===== config.mk =====
export PLATFORM = sky130hd
export DESIGN_NAME = mem_port_arbiter
export DESIGN_NICKNAME = d
export VERILOG_FILES = /design/src/rtl/mem_port_arbiter.sv
export SDC_FILE = /design/constraint.sdc
export NUM_CORES = 1
export LEC_CHECK = 0
export CORE_MARGIN = 2
export CORE_UTILIZATION = 30
export DETAILED_ROUTE_END_ITERATION = 10
export SKIP_LAST_GASP = 1
export SLEW_MARGIN = 20
export SYNTH_ARGS = -nofsm -noshare
export SYNTH_HDL_FRONTEND = slang
export SYNTH_SLANG_ARGS = --single-unit

===== constraint.sdc =====
create_clock -name clk -period 3.8 [get_ports clk]
set_clock_uncertainty 0.05 [all_clocks]
set_input_delay 1.14 -clock clk [delete_from_list [all_inputs] [get_ports clk]]
set_output_delay 1.14 -clock clk [all_outputs]
set_load 0.01 [all_outputs]

===== src/rtl/mem_port_arbiter.sv =====
// rtl/mem_port_arbiter.sv - shares one 32-bit memory port between fetch (IF) and data (DM) requesters
module mem_port_arbiter #(
  parameter bit DM_PRIORITY = 1'b0,
  parameter int TIMEOUT_CYC = 16
) (
  input  logic        clk,
  input  logic        rst,
  input  logic        if_req,
  input  logic [31:0] if_addr,
  output logic [31:0] if_rdata,
  output logic        if_ack,
  input  logic        dm_req,
  input  logic        dm_we,
  input  logic [31:0] dm_addr,
  input  logic [31:0] dm_wdata,
  output logic [31:0] dm_rdata,
  output logic        dm_ack,
  output logic        mem_req,
  output logic        mem_we,
  output logic [31:0] mem_addr,
  output logic [31:0] mem_wdata,
  input  logic [31:0] mem_rdata,
  input  logic        mem_ack,
  output logic [1:0]  addr_sel,
  output logic        mem_err
);
  localparam int CW = (TIMEOUT_CYC > 0) ? $clog2(TIMEOUT_CYC + 1) : 1;
  localparam logic [CW-1:0] CNT_MAX = CW'(TIMEOUT_CYC);

  typedef enum logic [1:0] {IDLE, BUSY_IF, BUSY_DM} state_t;

  state_t        state_q, state_d;
  logic          last_dm_q, last_dm_d;
  logic [CW-1:0] cnt_q, cnt_d;
  logic          mem_req_q, mem_req_d;
  logic          mem_we_q, mem_we_d;
  logic [31:0]   mem_addr_q, mem_addr_d;
  logic [31:0]   mem_wdata_q, mem_wdata_d;
  logic [1:0]    addr_sel_q, addr_sel_d;
  logic          if_ack_q, if_ack_d;
  logic          dm_ack_q, dm_ack_d;
  logic          mem_err_q, mem_err_d;
  logic [31:0]   if_rdata_q, if_rdata_d;
  logic [31:0]   dm_rdata_q, dm_rdata_d;

  logic elig_if, elig_dm, grant_if, grant_dm, timed_out;

  // A requester being acked this cycle still shows its old req, so it sits out.
  assign elig_if   = if_req & ~if_ack_q;
  assign elig_dm   = dm_req & ~dm_ack_q;
  assign grant_dm  = elig_dm & (~elig_if | DM_PRIORITY | ~last_dm_q);
  assign grant_if  = elig_if & ~grant_dm;
  assign timed_out = (TIMEOUT_CYC != 0) && (cnt_q == CNT_MAX);

  always_ff @(posedge clk) begin
    if (rst) begin
      state_q     <= IDLE;
      last_dm_q   <= 1'b1;
      cnt_q       <= '0;
      mem_req_q   <= 1'b0;
      mem_we_q    <= 1'b0;
      mem_addr_q  <= '0;
      mem_wdata_q <= '0;
      addr_sel_q  <= 2'b00;
      if_ack_q    <= 1'b0;
      dm_ack_q    <= 1'b0;
      mem_err_q   <= 1'b0;
      if_rdata_q  <= '0;
      dm_rdata_q  <= '0;
    end else begin
      state_q     <= state_d;
      last_dm_q   <= last_dm_d;
      cnt_q       <= cnt_d;
      mem_req_q   <= mem_req_d;
      mem_we_q    <= mem_we_d;
      mem_addr_q  <= mem_addr_d;
      mem_wdata_q <= mem_wdata_d;
      addr_sel_q  <= addr_sel_d;
      if_ack_q    <= if_ack_d;
      dm_ack_q    <= dm_ack_d;
      mem_err_q   <= mem_err_d;
      if_rdata_q  <= if_rdata_d;
      dm_rdata_q  <= dm_rdata_d;
    end
  end

  always_comb begin
    state_d     = state_q;
    last_dm_d   = last_dm_q;
    cnt_d       = cnt_q;
    mem_req_d   = mem_req_q;
    mem_we_d    = mem_we_q;
    mem_addr_d  = mem_addr_q;
    mem_wdata_d = mem_wdata_q;
    addr_sel_d  = addr_sel_q;
    if_ack_d    = 1'b0;
    dm_ack_d    = 1'b0;
    mem_err_d   = 1'b0;
    if_rdata_d  = '0;
    dm_rdata_d  = '0;
    case (state_q)
      IDLE: begin
        if (grant_if) begin
          state_d     = BUSY_IF;
          last_dm_d   = 1'b0;
          cnt_d       = '0;
          mem_req_d   = 1'b1;
          mem_we_d    = 1'b0;
          mem_addr_d  = if_addr;
          mem_wdata_d = '0;
          addr_sel_d  = 2'b00;
        end else if (grant_dm) begin
          state_d     = BUSY_DM;
          last_dm_d   = 1'b1;
          cnt_d       = '0;
          mem_req_d   = 1'b1;
          mem_we_d    = dm_we;
          mem_addr_d  = dm_addr;
          mem_wdata_d = dm_wdata;
          addr_sel_d  = 2'b01;
        end
      end
      BUSY_IF, BUSY_DM: begin
        if (mem_ack || timed_out) begin
          state_d   = IDLE;
          mem_req_d = 1'b0;
          mem_err_d = ~mem_ack;
          if (state_q == BUSY_IF) begin
            if_ack_d   = 1'b1;
            if_rdata_d = mem_ack ? mem_rdata : '0;
          end else begin
            dm_ack_d   = 1'b1;
            dm_rdata_d = (mem_ack && !mem_we_q) ? mem_rdata : '0;
          end
        end else if (cnt_q != CNT_MAX) begin
          cnt_d = cnt_q + CW'(1);
        end
      end
      default: state_d = IDLE;
    endcase
  end

  assign if_rdata  = if_rdata_q;
  assign if_ack    = if_ack_q;
  assign dm_rdata  = dm_rdata_q;
  assign dm_ack    = dm_ack_q;
  assign mem_req   = mem_req_q;
  assign mem_we    = mem_we_q;
  assign mem_addr  = mem_addr_q;
  assign mem_wdata = mem_wdata_q;
  assign addr_sel  = addr_sel_q;
  assign mem_err   = mem_err_q;

endmodule


==> impl_metrics.ini <==
[sta]
hold_viol_final = 0
tightest_slew_ns = 0.8625
fin_crit_sh_pct = 73.08
fin_crit_ns = 2.777
whs_ns = 0.4491
finalMaxSlewViolations = 0
slew_headroom_pct = 42.49
max_freq_ghz = 0.3601
tns_ns = 0
rsz0062_at_grt = false
final-setup-viol-count = 0

[cells_and_area]
drive_gt1_share_pct = 6.748
nets = 868
antenna_cells = 0
syn2layout_area_growth_pct = 70.78

[place]
port_buffers = 267
dpl.hpwl_mm = 10.61
routabilityCongestion = 0.8092

[detailed_routing]
drc = 0
num_vias = 4335
drt_iter0_markers = 181
viasPerCell = 4.530
antenna_left = 0
wl_per_cell_um = 15.04
drt-pass1-iter-count = 5
wl_mm = 14.39

[synth]
synth_area_per_cell_um2 = 10.56
yosys-top-cells-count = dfxtp_1 (142), and2_1 (65), o21ai_0 (38)
synth-main-ff-cell = dfxtp_1
yosys-top-cells-area = dfxtp_1 (58%), and2_1 (8.2%), mux2i_1 (6.5%)
synth.top_cell.area_share_pct = 57.62
synth_edf_count = 0
syn_inst = 467
yosysWarnings = 0
async_flop_share_pct = 0
ys_types = 46
syn_nets = 606
ys_seq_elements = 142
yosysMostFrequentCell = dfxtp_1
netlist_area_um2 = 4933
synth_top_area_cell = dfxtp_1
synth.yosys.seq_area_share_pct = 57.62

[setup_path]
critPathLaunchType = input pin
slowest_stage = o21ai_2
cp_max_fo = 19
path_class = input pin to flop
critPathArrivalTime_ns = 3.08
cp-end-kind = flop
critical_path.max_stage_delay_ns = 0.68
worstPathRequired_ns = 4.10
crit_chain = clkdlybuf4s50_1 -> and2b_2 -> o21ai_2 -> buf_4 -> a22oi_1 -> nor2_1
crit_family = compound AO/OA/AOI/OAI gates
path_buf_inv = 2

[global_route]
grt_max_degree = 46
track_usage_pct = 16.60
grt_pass1_vias = 4409
antenna_found_initial = 0
grt_overflow = 0
grt_first_pass_wirelength_mm = 23.01

[clock_network]
numClockSinks = 142
htree_levels = 4
cts.clk_slew.worst_paths_ns = 0.06
cts_resized = 0
clock_latency_ns = 0.41
cts_buffers = 17
hold_buffers = 0
cts_tree = built
clk_path_buf_depth = 2
cts_root_buffer = clkbuf_16
cts_setup_buffers = 0

[floorplanning]
die_w_um = 132.2
die-height_um = 132.2
start_util_pct = 30.83
core_area_um2 = 16000
die_area_um2 = 17490
rows = 46
ios = 269

[outcome]
status = finished, final reports clean

[power_and_ir_drop]
clkPwrFrac_pct = 43.3
internal_power_w = 0.003158
p_sw_share_pct = 23.49
p_comb_share_pct = 17.0
p_per_area_nw_per_um2 = 489.9
power.static_leakage_nw = 3.225
power_frac_seq_pct = 39.6
p_sw_w = 0.0009695
max-vdd-ir-drop_uv = 268.9

[run]
drv_cap = 0

[hold_path]
hold_path_class = flop to flop
-- layout by cell type, fill, tap and decap left out, types with 2 or more instances in the layout --
cell type | netlist | routed
clkinvlp_4 | 0 | 2
a22oi_1 | 33 | 33
clkinv_4 | 0 | 2
inv_1 | 8 | 8
a21oi_1 | 37 | 37
nand4_1 | 2 | 2
nand3b_1 | 2 | 2
nor2_1 | 37 | 37
nor3_1 | 2 | 2
ha_1 | 5 | 5
bufinv_16 | 0 | 5
buf_4 | 1 | 7
and2_1 | 65 | 65
clkbuf_16 | 0 | 17
clkdlybuf4s50_1 | 0 | 267
o21a_2 | 0 | 2
clkbuf_1 | 11 | 3
dfxtp_1 | 142 | 142
a31oi_1 | 2 | 2
o21ai_0 | 38 | 38
mux2i_1 | 32 | 32
or4_1 | 2 | 2
buf_12 | 0 | 2
-- final cells by class --
| class | instances | area (um2) |
|---|---|---|
| fillers | 1476 | 7575 |
| flip-flops and latches | 142 | 2843 |
| repair buffers | 276 | 2765 |
| multi-input cells | 284 | 1879 |
| clock buffers | 21 | 450.4 |
| well taps | 216 | 270.3 |
| clock inverters | 10 | 187.7 |
| inverters | 8 | 30.03 |
-- cells by family (layout without fill, tap and decap cells) --
group           after synthesis  in the layout  share of synthesized area (%)
compound gates              121            121                          14.94
fa+ha+maj                     5              5                          1.268
buf+inv                      41            315                          4.337
flops                       142            142                          57.62
mux                          32             32                          6.493
other cells                   1              1                        0.07601
simple gates                125            125                          15.27
-- worst min-delay path, delay by kind of cell, from the launching register on --
family	cells	cell delay, ns
AOI/OAI and AO/OA	1	0.06
DFF	1	0.32
and+or+nand+nor	1	0.06
-- worst paths after layout --
check | startpoint | to | slack (ns) | cells after the start
hold / removal | cnt_q[4] | cnt_q[4] | 0.45 | 2
setup reg to reg | dm_ack | mem_wdata[8] | 1.80 | 5
hold reg to reg | cnt_q[4] | cnt_q[4] | 0.45 | 2
setup / recovery | dm_req | mem_wdata[8] | 1.02 | 6
-- per-layer routing --
metal / vias up / track usage [%] / routed length, um
met5: - / 0 / 0
met4: 0 / 7.885 / 374
met3: 27 / 6.920 / 1243
met2: 179 / 28.99 / 7242
met1: 1992 / 17.28 / 5534
li1: 2137 / - / -
-- sequential cells by signal, indices dropped and copies added (netlist names) --
register and flops:
mem_err 1, dm_rdata 32, if_rdata 32, dm_ack 1, last_dm_q 1, state_q 2
if_ack 1, mem_req 1, mem_we 1, cnt_q 5, mem_wdata 32, addr_sel 1
mem_addr 32
-- through the flow --
step                      power [W]  area (um2)  worst slack, ns  cells  util (%)
after global routing       0.004300        8426           0.8983    957     52.66
final                      0.004128        8426            1.023    957     52.66
after CTS                  0.004184        8426           0.9921    957     52.66
after floorplan            0.001976        4933            1.588    467         -
after global placement     0.002358        7787           0.7330    926     48.67
after detailed placement   0.002377        7787           0.5370    926     48.67
-- power by group through the flow --
stage	combinational, W	sequential (W)	clock [W]
finish	0.000702	0.00164	0.00179
global route	0.000761	0.00165	0.00189
CTS	0.000712	0.00164	0.00184
detailed placement	0.000708	0.00167	0
global placement	0.000691	0.00167	0
floorplan	0.000265	0.00171	0
No activity file was read; power rests on OpenSTA's default activity.
